--- src/rtl/reset_seq_pkg.sv ---
`default_nettype none
// ============================================================================
// Module      : reset_seq_pkg
// Description : Shared types and helpers for the staged reset sequencer.
// Revision    : 1.0 - initial release
// ============================================================================
package reset_seq_pkg;

    // Sequencer state; encoding is exported directly on state_o.
    typedef enum logic [1:0] {
        S_ASSERT = 2'd0,
        S_HOLD   = 2'd1,
        S_STAGE  = 2'd2,
        S_RUN    = 2'd3
    } seq_state_t;

    // Width of the shared hold/stage counter: wide enough for the larger count.
    function automatic int seq_cnt_width(input int hold_cycles, input int stage_cycles);
        int largest;
        largest = (hold_cycles > stage_cycles) ? hold_cycles : stage_cycles;
        if (largest < 1) begin
            largest = 1;
        end
        return $clog2(largest + 1);
    endfunction

endpackage
`default_nettype wire

--- src/rtl/reset_sequencer_btn_debounce.sv ---
`default_nettype none
// ============================================================================
// Module      : btn_debounce
// Description : Two-flop synchroniser, polarity normalisation and stability
//               counter for a raw pushbutton. Output is the debounced
//               "pressed" level. Reusable for any board pushbutton.
// Revision    : 1.0 - initial release
// ============================================================================
module btn_debounce #(
    parameter int DEBOUNCE_CYCLES = 500_000,
    parameter bit BTN_ACTIVE_LOW  = 1'b1
) (
    input  logic SYS_CLK,
    input  logic reset,
    input  logic btn_i,
    output logic btn_db_o
);

    // Raw pin level when the button is not pressed.
    localparam logic c_IDLE_LVL = BTN_ACTIVE_LOW;
    localparam int   c_DB_W     = (DEBOUNCE_CYCLES > 1) ? $clog2(DEBOUNCE_CYCLES) : 1;
    localparam logic [c_DB_W-1:0] c_DB_LAST = c_DB_W'(DEBOUNCE_CYCLES - 1);

    logic              r_sync1;
    logic              r_sync2;
    logic              r_db;
    logic [c_DB_W-1:0] r_cnt;
    logic              w_pressed;

    // Normalise the synchronised pin to a "pressed" level.
    assign w_pressed = r_sync2 ^ c_IDLE_LVL;
    assign btn_db_o  = r_db;

    // Bring the asynchronous pin into the SYS_CLK domain.
    always_ff @(posedge SYS_CLK) begin
        if (reset) begin
            r_sync1 <= c_IDLE_LVL;
            r_sync2 <= c_IDLE_LVL;
        end else begin
            r_sync1 <= btn_i;
            r_sync2 <= r_sync1;
        end
    end

    // Change the debounced level only after the input differs for the full window.
    always_ff @(posedge SYS_CLK) begin
        if (reset) begin
            r_cnt <= '0;
            r_db  <= 1'b0;
        end else if (w_pressed == r_db) begin
            r_cnt <= '0;
        end else if (r_cnt == c_DB_LAST) begin
            r_cnt <= '0;
            r_db  <= ~r_db;
        end else begin
            r_cnt <= r_cnt + 1'b1;
        end
    end

endmodule
`default_nettype wire

--- src/rtl/reset_sequencer.sv ---
`default_nettype none
// ============================================================================
// Module      : reset_sequencer
// Description : Board reset generator. Debounced pushbutton or a software
//               pulse asserts all N_CH reset outputs; after a hold time the
//               channels release one at a time, bit 0 first.
// Revision    : 1.0 - initial release
// ============================================================================
module reset_sequencer
    import reset_seq_pkg::*;
#(
    parameter int N_CH            = 4,
    parameter int DEBOUNCE_CYCLES = 500_000,
    parameter int HOLD_CYCLES     = 50_000,
    parameter int STAGE_CYCLES    = 1024,
    parameter bit BTN_ACTIVE_LOW  = 1'b1
) (
    input  logic            SYS_CLK,
    input  logic            reset,
    input  logic            btn_i,
    input  logic            sw_rst_i,
    output logic [N_CH-1:0] rst_o,
    output logic            done_o,
    output logic [1:0]      state_o,
    output logic            btn_db_o
);

    localparam int c_CNT_W = seq_cnt_width(HOLD_CYCLES, STAGE_CYCLES);
    localparam int c_IDX_W = (N_CH > 1) ? $clog2(N_CH) : 1;
    localparam logic [c_CNT_W-1:0] c_HOLD_LAST  = c_CNT_W'(HOLD_CYCLES - 1);
    localparam logic [c_CNT_W-1:0] c_STAGE_LAST = c_CNT_W'(STAGE_CYCLES - 1);
    localparam logic [c_IDX_W-1:0] c_IDX_LAST   = c_IDX_W'(N_CH - 1);
    localparam logic [N_CH-1:0]    c_BIT0       = N_CH'(1);

    seq_state_t         r_state;
    logic [c_CNT_W-1:0] r_cnt;
    logic [c_IDX_W-1:0] r_idx;
    logic [N_CH-1:0]    r_rst;
    logic               r_done;

    logic               w_btn_db;
    logic               w_req;
    logic [c_IDX_W-1:0] w_next_idx;
    logic [N_CH-1:0]    w_rel_mask;

    btn_debounce #(
        .DEBOUNCE_CYCLES (DEBOUNCE_CYCLES),
        .BTN_ACTIVE_LOW  (BTN_ACTIVE_LOW)
    ) u_btn_debounce (
        .SYS_CLK  (SYS_CLK),
        .reset    (reset),
        .btn_i    (btn_i),
        .btn_db_o (w_btn_db)
    );

    // Software reset bypasses the debounce window.
    assign w_req      = w_btn_db | sw_rst_i;
    assign w_next_idx = r_idx + 1'b1;
    assign w_rel_mask = c_BIT0 << w_next_idx;

    assign rst_o    = r_rst;
    assign done_o   = r_done;
    assign state_o  = r_state;
    assign btn_db_o = w_btn_db;

    // Sequencer: assert all, hold, then release channels in order; a request always restarts.
    always_ff @(posedge SYS_CLK) begin
        if (reset) begin
            r_state <= S_ASSERT;
            r_cnt   <= '0;
            r_idx   <= '0;
            r_rst   <= '1;
            r_done  <= 1'b0;
        end else if (w_req) begin
            r_state <= S_ASSERT;
            r_cnt   <= '0;
            r_idx   <= '0;
            r_rst   <= '1;
            r_done  <= 1'b0;
        end else begin
            case (r_state)
                S_ASSERT: begin
                    r_state <= S_HOLD;
                    r_cnt   <= '0;
                end
                S_HOLD: begin
                    if (r_cnt == c_HOLD_LAST) begin
                        r_cnt    <= '0;
                        r_idx    <= '0;
                        r_rst[0] <= 1'b0;
                        if (N_CH == 1) begin
                            r_state <= S_RUN;
                            r_done  <= 1'b1;
                        end else begin
                            r_state <= S_STAGE;
                        end
                    end else begin
                        r_cnt <= r_cnt + 1'b1;
                    end
                end
                S_STAGE: begin
                    if (r_cnt == c_STAGE_LAST) begin
                        r_cnt <= '0;
                        r_idx <= w_next_idx;
                        r_rst <= r_rst & ~w_rel_mask;
                        if (w_next_idx == c_IDX_LAST) begin
                            r_state <= S_RUN;
                            r_done  <= 1'b1;
                        end
                    end else begin
                        r_cnt <= r_cnt + 1'b1;
                    end
                end
                S_RUN: begin
                    r_rst  <= '0;
                    r_done <= 1'b1;
                end
                default: begin
                    r_state <= S_ASSERT;
                    r_cnt   <= '0;
                    r_idx   <= '0;
                    r_rst   <= '1;
                    r_done  <= 1'b0;
                end
            endcase
        end
    end

endmodule
`default_nettype wire
--- config.mk ---
export PLATFORM = sky130hd
export DESIGN_NAME = reset_sequencer
export DESIGN_NICKNAME = d
export VERILOG_FILES = /design/src/rtl/reset_seq_pkg.sv /design/src/rtl/reset_sequencer_btn_debounce.sv /design/src/rtl/reset_sequencer.sv
export SDC_FILE = /design/constraint.sdc
export NUM_CORES = 1
export LEC_CHECK = 0
export ABC_AREA = 1
export CAP_MARGIN = 20
export CORE_ASPECT_RATIO = 1.5
export CORE_MARGIN = 2
export CORE_UTILIZATION = 45
export DETAILED_ROUTE_END_ITERATION = 10
export PLACE_DENSITY = 0.74
export SYNTH_ARGS = -nofsm -noshare
export SYNTH_HDL_FRONTEND = slang
export SYNTH_SLANG_ARGS = --single-unit
--- constraint.sdc ---
create_clock -name SYS_CLK -period 1.51 [get_ports SYS_CLK]
set_clock_uncertainty 0.2 [all_clocks]
set_input_delay 0.2265 -clock SYS_CLK [delete_from_list [all_inputs] [get_ports SYS_CLK]]
set_output_delay 0.2265 -clock SYS_CLK [all_outputs]
set_load 0.1 [all_outputs]
* After elaboration in Yosys (flattened, before gate mapping) *
Index checks and enable logic that the tools add are counted.

operators by class
  $add $sub $neg = 3
  eq/ne operators = 11
  shifts and indexed selects = 1
  reductions and logical operators = 13
  multiplexer cells = 17
  bitwise operators = 6

operator list
  cell                                                                count
  16-bit case mux with 3 select lines                                 1
  16-bit two-way mux                                                  2
  19-bit by 1-bit adder with 19-bit output (second input constant)    1
  19-bit == test (second input constant)                              1
  16-bit by 1-bit adder with 16-bit output (second input constant)    1
  16-bit by 10-bit == test with 1-bit output (second input constant)  1
  16-bit == test (second input constant)                              1
  2-bit two-way mux                                                   5
  3-bit AND reduction                                                 3
  2-bit == test (second input constant)                               3
  2-bit inequality test (second input constant)                       3
  2-bit case mux with 3 select lines                                  1
  3-bit case mux with 2 select lines                                  1
  3-bit nonzero test                                                  2
  4-bit bitwise AND                                                   1
  4-bit two-way mux                                                   1
  4-bit NOT                                                           1
  2-bit case mux with 2 select lines                                  1
  2-bit AND reduction                                                 2
  4-bit AND reduction                                                 1
  2-bit nonzero test                                                  2
  1-bit by 2-bit << shifter with 4-bit output (first input constant)  1
  1-bit two-way mux                                                   3
  1-bit NOT                                                           3
  9 further kinds                                                     9

storage, ports and cells
  word-level logic and storage cells = 61
  input bits = 4
  output and inout bits = 8
  flip-flop bits (word level) = 47

* Longest topological paths before layout *
Gate-level depths: netlist of the first run.

  word-level depth = 6
  depth in mapped cells = 10
  mapped depth without buffers = 10

* Cells and area by module *
A second synthesis of the first run with hierarchy kept.

second synthesis, totals
  cells, all modules = 378
  area, all modules = 2615.0 µm²

by module, submodules not included
  module           area an instance (µm²)  cells an instance  sequential area each (µm²)  times used
  reset_sequencer  1491.4                  216                500.5                       1
  btn_debounce     1123.6                  162                440.4                       1

* Worst setup path before layout of the first run *
No wires, ideal clock.

  kind = reg2reg
  start = reg r_state[1], in the netlist state_o[1]
  end = reg r_cnt[10]
  setup slack = -0.808 ns
  period minus slack after synthesis = 2.318 ns
  library setup time = 0.070 ns
  arrival = 2.048 ns
  cell stages (with the launch flop) = 6
  path buffers = 1
  data required time = 1.240 ns
  cells stage by stage = dfxtp_1 -> inv_1 -> ha_1 -> buf_1 -> nand3_1 -> a21oi_1

on the way
  word-level cells in the longest chain between the ends = 2
  elaborated cells on any way between the ends = 5
  those cells by class = 2 x eq/ne; 1 x mux; 2 x reduce/logical

RTL lines
  item                                                                              line                    text
  start, declared                                                                   reset_sequencer.sv:35   seq_state_t r_state;
  start signal, assigned                                                            reset_sequencer.sv:69   r_state <= S_ASSERT;
  start signal, assigned                                                            reset_sequencer.sv:75   r_state <= S_ASSERT;
  start signal, assigned                                                            reset_sequencer.sv:83   r_state <= S_HOLD;
  2-bit == test, or another cell as far along                                       reset_sequencer.sv:81   case (r_state)
  16-bit case mux with 3 select lines / 3-bit nonzero test (equally long branches)  n/a
  end signal, assigned                                                              reset_sequencer.sv:98   r_cnt <= r_cnt + 1'b1;
  end signal, assigned                                                              reset_sequencer.sv:111  r_cnt <= r_cnt + 1'b1;
  end, declared                                                                     reset_sequencer.sv:36   logic [c_CNT_W-1:0] r_cnt;

Several ways; a longest one is shown, not always the timed one.
A chain may end at the register's enable or synchronous reset.

* Worst setup path in the final report of the first run *
  start = reg u_btn_debounce.r_cnt[5]
  end = reg u_btn_debounce.r_cnt[9]

on the way
  word-level cells in the longest chain between the ends = 2
  elaborated cells on any way between the ends = 3
  those cells by class = 1 x add/sub; 1 x eq/ne; 1 x reduce/logical

RTL lines
  item                                                                              line                                text
  start, declared                                                                   reset_sequencer_btn_debounce.sv:27  logic [c_DB_W-1:0] r_cnt;
  start signal, assigned                                                            reset_sequencer_btn_debounce.sv:56  r_cnt <= r_cnt + 1'b1;
  branches (longest 2 deep; another with 19-bit by 1-bit adder with 19-bit output)  n/a

Parallel ways; which one is timed is not known.

==> summary.md, run 1 <==
| Metric | Value |
|---|---|
| Worst-Skew Late Latency | 0.31 ns |
| Synth Register Bits | 47 |
| Worst hold stages | 1 |
| Hold Violations, Final | 0 |
| Max_slew headroom | 76.0% |
| Pins Over Slew Limit | 0 |
| Failing checks | setup timing |
| Vias | 3008 |
| Sink Count | 47 |
| FILL cells | 389 |
| Wire per inst | 15.5 µm |
| CTS Hold Bufs | 0 |
| Fmax | 0.602 GHz |
| # port buffers | 11 |
| Reg power frac | 47.1% |
| Critical path arrival | 1.64 ns |
| Crit end category | register |
| DIE AREA | 6520 µm² |
| Top FF cell, synth | dfxtp_1 |
| Mean post-synth cell area | 6.83 µm² |
| Power Total | 2.71 mW |
| Sequential element share of the synthesized area | 35.6% |
| Min cycle time layout | 1.66 ns |
| PwrDens | 656 nW/µm² |
| Synth cell types | 28 |
| CTS tree | yes |
| Clock buffer count from CTS | 5 |
| Setup CP Type | register to register |
| Hpwl dp | 5.25 mm |
| Worst Path Required | 1.49 ns |
| Status | finished with violations |
| Placed cell count | 535 |
| Worst min path class | register to register |
| Cell with the most instances after synthesis | nand2_1 |
| Peak VDD IR | 0.576 mV |
| MaxCap Viol Count | 0 |
| Worst slew pin tran | 0.357 ns |
| Async set-reset flop share out of synthesis | 0% |
| Final GP Congestion | 0.970 |
| Leakage | 1.65 nW |
| Die Span Y | 97.9 µm |
| First-pass GRT wire length | 12.1 mm |
| GRT Resource Usage Total | 23.5% |
| Final worst-path cycle share | 110% |
| Clock Tree Buf Depth | 2 |
| RSZ-0062 raised after global routing | yes |
| Initial antenna violation count | 0 |
| Synth area leader | dfxtp_1 |
| Sw frac | 30.4% |
| TritonRoute pass-1 iters | 5 |
| Top-area cell type share of the netlist area | 35.6% |
| Int Pwr | 1.89 mW |
| Top cells by area, synth | dfxtp_1 36%, nand2_1 11%, nor2_1 8.2% |
| Num ports | 12 |
| Layout cell share with drive strength beyond 1 | 42.2% |
| Largest net degree at the start of global routing | 20 |
| Comb pwr share | 20.9% |
| Initial core utilization | 46.0% |
| Synth warn | 0 |
| DRT antenna net count | 0 |
| GRT overflow | 0 |
| # DRC | 0 |
| Die W | 66.6 µm |
| Via density | 5.39 |
| Clock power share | 31.9% |
| H-tree Lvls | 2 |
| Net switching power figure | 825 µW |
| Register clock-pin slew on the reported worst setup and hold paths | 0.10 ns |
| Syn Nets | 403 |
| Fin nets | 501 |
| Detailed-route wire length | 8.67 mm |
| Post-synth design cell area | 2640 µm² |
| Top cells by count, synth | 78 x nand2_1, 58 x nor2_1, 47 x dfxtp_1, 47 x inv_1, 34 x nand3_1 |
| Final setup viols | 44 |
| Diodes inserted | 0 |
| Row cnt | 34 |
| Synth-to-layout area growth | 56.4% |
| Startpoint types | register |
| Max FO, Critical Path | 5 |
| Worst reg2reg path depth | 7 |
| Post-synth EDFFs | 0 |
| CTS root buf | clkbuf_8 |
| 1st-iter DRT viols | 218 |
| Gate Count Post-Synth | 387 |
| Vias in the first global route | 2838 |
| Core region area | 5740 µm² |
| Final worst slack | -0.150 ns |
| Layout Cells excl Fill | 558 |
-- final timing paths --
path                                start                       to  slack, ns
hold / removal     u_btn_debounce.r_sync1   u_btn_debounce.r_sync2       0.25
hold reg to reg    u_btn_debounce.r_sync1   u_btn_debounce.r_sync2       0.25
setup reg to reg  u_btn_debounce.r_cnt[5]  u_btn_debounce.r_cnt[9]      -0.15
setup / recovery  u_btn_debounce.r_cnt[5]  u_btn_debounce.r_cnt[9]      -0.15
-- timing repair --
item                       in CTS  in global routing
setup buffers                   5                  8
pin swaps                      21                 31
gates cloned                    0                  3
resized for setup              40                 61
setup endpoints to repair      44                 45
-- area by class of cell --
| type | instances | area, µm² | area share [%] |
|---|---|---|---|
| multi-input combinational | 284 | 1840 | 44.4 |
| sequential | 47 | 985 | 23.8 |
| timing repair buffer | 97 | 925 | 22.4 |
| inverter | 50 | 193 | 4.66 |
| clock buffer | 7 | 97.6 | 2.36 |
| tap | 72 | 90.1 | 2.18 |
| clock inverter | 1 | 7.51 | 0.182 |
-- layer usage --
layer	up-vias	global-route usage [%]	share of wire, %	wire, µm
met5	-	0	0	0
met3	60	3.69	3.9	335
met1	1379	22.7	34	2940
li1	1431	-	-	-
met2	138	44.8	55	4810
met4	0	13.3	6.8	589
-- layout by cell type, fill, tap and decap left out, drive strengths merged, types with 2 or more instances in the layout --
cell type	count
or2	3
xnor2	5
clkbuf	9
dfxtp	47
xor2	5
ha	12
nor3	16
nand3	35
nor2	65
buf	92
clkdlybuf4s50	3
nand2	89
o21ai	16
a21oi	26
inv	50
o21bai	2
nand4	8
-- logic make-up (layout without fill, tap and decap cells) --
| family | after synthesis | after routing | synth area share [%] |
|---|---|---|---|
| adders and majority gates | 12 | 12 | 5.68 |
| DFF | 47 | 47 | 35.6 |
| xor gates and xnor gates | 10 | 10 | 3.31 |
| AOI/OAI and AO/OA | 45 | 45 | 8.90 |
| and+or+nand+nor | 217 | 217 | 38.0 |
| buffers and inverters | 56 | 155 | 8.52 |
-- sequential cells by signal, indices dropped and copies added (netlist names) --
register	flops
u_btn_debounce.btn_db_o	1
done_o	1
u_btn_debounce.r_cnt	19
r_cnt	16
r_idx	2
rst_o	4
u_btn_debounce.r_sync1	1
u_btn_debounce.r_sync2	1
state_o	2
-- critical path, stage by stage, from the launching register on --
cell       delay [ns]
dfxtp_2          0.35
inv_2            0.05
nand4_1          0.16
nor3_4           0.28
nand3_4          0.14
nand2_8          0.13
clkbuf_16        0.16
nor3_2           0.05
-- through the flow --
stage          TNS (ns)  instance area (µm²)  util [%]  worst slack, ns  hold WS [ns]
2_1_floorplan     -1.21                 2720         -          -0.0713         0.130
3_3_place_gp      -2.01                 3500      61.0           -0.119         0.194
3_5_place_dp      -3.73                 3500      61.0           -0.184         0.199
4_1_cts           -1.14                 3800      66.2          -0.0650         0.221
5_1_grt           -6.96                 4140      72.0           -0.366         0.268
6_report          -3.80                 4140      72.0           -0.150         0.247
-- power groups by stage --
stage	clock network, mW	registers, mW	logic, mW
2_1_floorplan	0	1.40	0.260
5_1_grt	0.915	1.28	0.603
6_report	0.866	1.28	0.568
3_3_place_gp	0	1.31	0.501
3_5_place_dp	0	1.31	0.506
4_1_cts	0.864	1.28	0.544
Note: power is estimated with default switching activity, not from simulation.
==> run 2, diff against run 1 <==
- DONT_BUFFER_PORTS: unset -> 1
- PLACE_DENSITY: 0.74 -> 0.71
==> run 2 against run 1 <==
  * The run still ends with setup timing left
  * Core utilization fell by 0.59 points
  * Clock-buffer cell count fell by 2
  * Worst hold slack got worse by 0.19 ns
==> summary.md, run 2 (synthesized netlist as in run 1, its figures left out) <==
| Metric | Value |
|---|---|
| Worst hold stages | 4 (+3) |
| Final worst slack | -0.164 ns (-0.0138 ns) |
| Fin nets | 489 (-2.4%) |
| Sw frac | 30.8% (+0.37 points) |
| RR Endpoint | state_o[0] |
| Comb pwr share | 21.7% (+0.8 points) |
| Startpoint types | register |
| Clock power share | 36.9% (+5.0 points) |
| Worst reg2reg path depth | 10 (+3) |
| Num ports | 12 (unchanged) |
| DIE AREA | 6520 µm² (unchanged) |
| PwrDens | 753 nW/µm² (+15%) |
| Worst setup path startpoint | r_cnt[4] |
| TritonRoute pass-1 iters | 6 (+1) |
| Max FFs per register | 19 (unchanged) |
| MaxCap Viol Count | 0 (unchanged) |
| Hold Path End | u_btn_debounce.r_cnt[1] |
| Setup slack, reg-to-reg | -0.16 ns (about the same) |
| Worst Path Required | 1.56 ns (+0.07 ns) |
| Final GP Congestion | 0.959 (-1.2%) |
| Setup CP Type | register to register |
| Initial antenna violation count | 0 (unchanged) |
| Worst slack, placed | -0.123 ns (+0.0605 ns) |
| Min cycle time layout | 1.67 ns (+0.0138 ns) |
| # DRC | 0 (unchanged) |
| Clock buffer count from CTS | 5 (unchanged) |
| Leakage | 1.61 nW (-2.3%) |
| Sink Count | 47 (unchanged) |
| Final setup viols | 44 (unchanged) |
| DRT antenna net count | 0 (unchanged) |
| Vias in the first global route | 2985 (+5.2%) |
| Wire per inst | 16.6 µm (+6.9%) |
| Row cnt | 34 (unchanged) |
| Synth-to-layout area growth | 55.1% |
| Int Pwr | 2.14 mW (+13%) |
| Clock Tree Buf Depth | 2 (unchanged) |
| Failing checks | setup timing |
| Diodes inserted | 0 (unchanged) |
| Register clock-pin slew on the reported worst setup and hold paths | 0.10 ns (about the same) |
| 1st-iter DRT viols | 173 (-21%) |
| Net switching power figure | 951 µW (+15%) |
| Via density | 5.56 (+3.1%) |
| Reg power frac | 41.4% (-5.7 points) |
| HP Start | reset |
| # port buffers | 0 (-11) |
| GRT Resource Usage Total | 26.2% (+2.7 points) |
| Vias | 3035 (+0.90%) |
| Layout cell share with drive strength beyond 1 | 47.3% (+5.1 points) |
| RSZ-0062 raised after global routing | yes |
| Largest net degree at the start of global routing | 20 (unchanged) |
| Max FO, Critical Path | 4 (-1) |
| Fmax | 0.598 GHz (-0.83%) |
| Worst-Skew Late Latency | 0.32 ns (about the same) |
| Detailed-route wire length | 9.07 mm (+4.6%) |
| CTS root buf | clkbuf_8 |
| Final core occ | 71.4% (-0.59 points) |
| Most frequent cells in the layout | 68 x buf_4, 67 x nand2_1, 38 x inv_1, 38 x nor2_1 |
| Status | finished with violations |
| DP Area | 3310 µm² (-5.5%) |
| Die Span Y | 97.9 µm (unchanged) |
| Hold Violations, Final | 0 (unchanged) |
| Final Instance Area | 4100 µm² (-0.82%) |
| Final worst-path cycle share | 111% (+0.92 points) |
| Worst min path class | input port to register |
| GRT overflow | 0 (unchanged) |
| Initial core utilization | 46.0% (unchanged) |
| Critical path arrival | 1.72 ns (+0.08 ns) |
| H-tree Lvls | 2 (unchanged) |
| First-pass GRT wire length | 13.3 mm (+9.1%) |
| Max_slew headroom | 75.5% (-0.58 points) |
| R2r startpoint | r_cnt[4] |
| CTS tree | yes |
| Worst slew pin tran | 0.365 ns (+0.00856 ns) |
| Die W | 66.6 µm (unchanged) |
| Crit end category | register |
| Most common cell after layout, fill and taps aside | buf_4 |
| Hpwl dp | 5.25 mm (about the same) |
| Peak VDD IR | 0.676 mV (+17%) |
| Pins Over Slew Limit | 0 (unchanged) |
| Largest reg by FF count | u_btn_debounce.r_cnt |
| Core region area | 5740 µm² (unchanged) |
[run 2: layout make-up]
| type | instances | area (µm²) |
|---|---|---|
| multi-input cells | 286 | 1980 |
| fillers | 397 | 1640 |
| flip-flops and latches | 47 | 992 |
| repair buffers | 83 | 711 |
| inverters | 50 | 198 |
| well taps | 72 | 90.1 |
| clock buffers | 5 | 68.8 |
| clock inverters | 3 | 66.3 |
[run 2: worst max-delay path by stage]
stage                               endpoint  slack, ns  cells after the start
global placement                    r_idx[0]      -0.09                     10
floorplan                           r_cnt[2]      -0.07                      5
global route                      state_o[0]      -0.24                     10
CTS                 u_btn_debounce.r_cnt[18]      -0.08                      9
finish                            state_o[0]      -0.16                     10
detailed placement                  r_cnt[8]      -0.12                      8
[run 2: power groups by stage]
stage / Sequential, mW / Clock (mW) / Combinational, mW
5_1_grt: 1.28 / 1.19 / 0.702
4_1_cts: 1.29 / 1.12 / 0.576
3_5_place_dp: 1.32 / 0 / 0.457
6_report: 1.28 / 1.14 / 0.671
2_1_floorplan: 1.40 / 0 / 0.260
3_3_place_gp: 1.31 / 0 / 0.448
[run 2: stage by stage]
step | std cells | total power [mW] | hold WS, ns | setup TNS, ns
finish | 546 | 3.09 | 0.0549 | -3.66
detailed placement | 522 | 1.77 | 0.134 | -1.68
global route | 546 | 3.17 | 0.0556 | -6.40
global placement | 522 | 1.76 | 0.131 | -0.586
CTS | 540 | 2.99 | 0.0670 | -0.471
floorplan | 387 | 1.66 | 0.130 | -1.21
[run 2: metal layers]
layer	wire length, µm	global-route usage (%)	share of wire, %	vias to the layer above
met5	0	0	0	-
met4	697	16.8	7.7	0
met3	351	4.61	3.9	67
met2	5050	49.3	56	138
met1	2970	24.7	33	1413
li1	-	-	-	1417
[run 2: repair_timing]
action / CTS / global route
gates cloned: 2 / 2
hold buffers: 3 / 0
setup endpoints to repair: 43 / 46
pin swaps: 9 / 39
endpoints found under the hold margin: 7 / 0
resized for setup: 47 / 92
setup buffers: 5 / 4
[run 2: worst max-delay path, stage by stage (launching register included)]
cell	delay, ns
dfxtp_2	0.37
nand2_2	0.10
inv_1	0.09
nand2_1	0.10
nor2_4	0.18
nand2_4	0.09
nand2_8	0.14
nand3_4	0.11
nand2_1	0.08
nand2_1	0.06
nor2_1	0.09
==> run 3, diff against run 2 <==
==> constraint.sdc (replaced) <==
create_clock -name SYS_CLK -period 1.51 [get_ports SYS_CLK]
set_clock_uncertainty 0.2 [all_clocks]
set_input_delay 0.3775 -clock SYS_CLK [delete_from_list [all_inputs] [get_ports SYS_CLK]]
set_output_delay 0.3775 -clock SYS_CLK [all_outputs]
set_load 0.1 [all_outputs]
==> run 3 against run 2 <==
  * The flow still finishes with violations (setup timing)
  * Maximum frequency is 4.7% higher
  * Non-clock buffer count grew 8
  * Via count is 3.6% lower
  * Die area is the same
  * Sequential share of layout area shrank 0.077 points
  * Clock-buffer cell count increased by 1
  * Cell area shrank 0.95%
  * Combinational power is 8.2% lower
==> summary.md, run 3 (synthesized netlist as in run 1, its figures left out) <==
| Metric | Value |
|---|---|
| Placed cell count | 521 (-0.19%) |
| TritonRoute pass-1 iters | 4 (-2) |
| Die Span Y | 97.9 µm (unchanged) |
| Most common cell after layout, fill and taps aside | buf_4 |
| Row cnt | 34 (unchanged) |
| Int Pwr | 2.10 mW (-1.7%) |
| Layout cell share with drive strength beyond 1 | 42.5% (-4.8 points) |
| Wire per inst | 14.8 µm (-11%) |
| CP bufs+invs | 1 (unchanged) |
| DRT antenna net count | 0 (unchanged) |
| Cell breakdown of the critical path | nor2_1 > nand2_1 > nor2_4 > nand3_2 > nand2_4 > clkbuf_16 > a21oi_1 |
| Via density | 5.30 (-4.6%) |
| Vias in the first global route | 2936 (-1.6%) |
| CTS root buf | clkbuf_8 |
| # port buffers | 0 (unchanged) |
| Status | finished with violations |
| Synth-to-layout area growth | 53.7% |
| Most frequent cells in the layout | 74 x buf_4, 68 x nand2_1, 42 x nor2_1 |
| Setup CP Type | register to register |
| Initial core utilization | 46.0% (unchanged) |
| Sink Count | 47 (unchanged) |
| Hpwl dp | 5.16 mm (-1.7%) |
| Clock buffer count from CTS | 5 (unchanged) |
| CP top delay family | simple AND/OR/NAND/NOR gates |
| Num ports | 12 (unchanged) |
| Worst min path class | input port to register |
| PwrDens | 727 nW/µm² (-3.5%) |
| Comb pwr share | 20.9% (-0.8 points) |
| Net switching power figure | 853 µW (-10%) |
| Hold Violations, Final | 0 (unchanged) |
| Final worst slack | -0.0883 ns (+0.0753 ns) |
| Worst slack, placed | -0.167 ns (-0.0433 ns) |
| Max FO, Critical Path | 5 (+1) |
| Clock power share | 35.6% (-1.3 points) |
| Detailed-route wire length | 8.16 mm (-10%) |
| CTS tree | yes |
| Reg power frac | 43.6% (+2.2 points) |
| GRT Resource Usage Total | 24.5% (-1.7 points) |
| Final setup viols | 41 (-6.8%) |
| Min cycle time layout | 1.60 ns (-0.0753 ns) |
| Sw frac | 28.9% (-1.9 points) |
| Worst-Skew Late Latency | 0.31 ns (about the same) |
| Final worst-path cycle share | 106% (-5.0 points) |
| Largest reg by FF count | u_btn_debounce.r_cnt |
| Worst Path Required | 1.51 ns (-0.05 ns) |
| Max incr delay on CP | 0.35 ns (-0.02 ns) |
| Layout Cells excl Fill | 552 (+1.1%) |
| Die W | 66.6 µm (unchanged) |
| # DRC | 0 (unchanged) |
| Initial antenna violation count | 0 (unchanged) |
| CP max stage cell | dfxtp_1 |
| Core region area | 5740 µm² (unchanged) |
| First-pass GRT wire length | 12.6 mm (-5.2%) |
| Pins Over Slew Limit | 0 (unchanged) |
| FILL cells | 396 (-0.25%) |
| Peak VDD IR | 0.762 mV (+13%) |
| RSZ-0062 raised after global routing | yes |
| Fmax | 0.626 GHz (+4.7%) |
| Largest net degree at the start of global routing | 20 (unchanged) |
| Critical path arrival | 1.59 ns (-0.13 ns) |
| Failing checks | setup timing |
| Max FFs per register | 19 (unchanged) |
| Register clock-pin slew on the reported worst setup and hold paths | 0.09 ns (about the same) |
| MaxCap Viol Count | 0 (unchanged) |
| GRT overflow | 0 (unchanged) |
| Fin nets | 495 (+1.2%) |
| H-tree Lvls | 2 (unchanged) |
| Final GP Congestion | 0.941 (-1.8%) |
| Max_slew headroom | 83.8% (+8.4 points) |
| Clock Tree Buf Depth | 2 (unchanged) |
| DIE AREA | 6520 µm² (unchanged) |
| Diodes inserted | 0 (unchanged) |
| Leakage | 1.61 nW (+0.36%) |
| Crit end category | register |
| 1st-iter DRT viols | 138 (-20%) |
| Worst slew pin tran | 0.241 ns (-0.124 ns) |
| Vias | 2926 (-3.6%) |
| Startpoint types | register |
==> run 3: what timing repair did <==
item                                    in CTS  in global routing
gates cloned                                 0                  3
endpoints found under the setup margin      47                 47
buffers inserted                             9                  9
endpoints found under the hold margin        2                  0
resized for setup                           42                 57
pin swaps                                   14                 28
hold buffers                                 2                  0
==> run 3: layer usage <==
layer,wire length [µm],GRT usage [%],up-vias
li1,-,-,1427
met5,0,0,-
met4,578,12.7,0
met1,2720,24.0,1360
met2,4590,47.5,93
met3,273,2.88,46
==> run 3: power by group through the flow <==
stage	combinational (mW)	sequential (mW)	clock [mW]
CTS	0.556	1.29	1.06
global placement	0.457	1.31	0
detailed placement	0.460	1.32	0
floorplan	0.260	1.40	0
global route	0.660	1.29	1.12
finish	0.616	1.29	1.05
==> run 3: final timing paths <==
| kind | start | endpoint | slack, ns | cells past startpoint |
|---|---|---|---|---|
| min reg2reg | u_btn_debounce.r_sync1 | u_btn_debounce.r_sync2 | 0.22 | 1 |
| max | u_btn_debounce.r_cnt[12] | u_btn_debounce.r_cnt[14] | -0.09 | 7 |
| max reg2reg | u_btn_debounce.r_cnt[12] | u_btn_debounce.r_cnt[14] | -0.09 | 7 |
| min | reset | u_btn_debounce.btn_db_o | 0.05 | 2 |
==> run 3: metrics by stage <==
| stage | cell area, µm² | TNS (ns) | util [%] | total power, mW | hold WS [ns] |
|---|---|---|---|---|---|
| 6_report | 4060 | -1.93 | 70.7 | 2.95 | 0.0481 |
| 5_1_grt | 4060 | -4.72 | 70.7 | 3.07 | 0.0511 |
| 4_1_cts | 3760 | -0.347 | 65.4 | 2.91 | 0.0178 |
| 3_5_place_dp | 3350 | -1.93 | 58.4 | 1.78 | 0.198 |
| 3_3_place_gp | 3350 | -0.895 | 58.4 | 1.77 | 0.194 |
| 2_1_floorplan | 2720 | -1.21 | - | 1.66 | 0.189 |
==> run 3: layout make-up <==
class	instances	area (µm²)	share of cell area (%)
tap	72	90.1	2.22
timing repair buffer	91	855	21.0
inverter	50	198	4.87
clock buffer	6	93.8	2.31
multi-input combinational	284	1810	44.5
sequential	47	980	24.1
clock inverter	2	37.5	0.924
==> run 3: worst register-to-register path, delay by kind of cell, from the launching register on <==
| kind | cells | cell delay [ns] |
|---|---|---|
| flops | 1 | 0.35 |
| compound gates | 1 | 0.04 |
| simple gates | 5 | 0.73 |
| buf+inv | 1 | 0.17 |
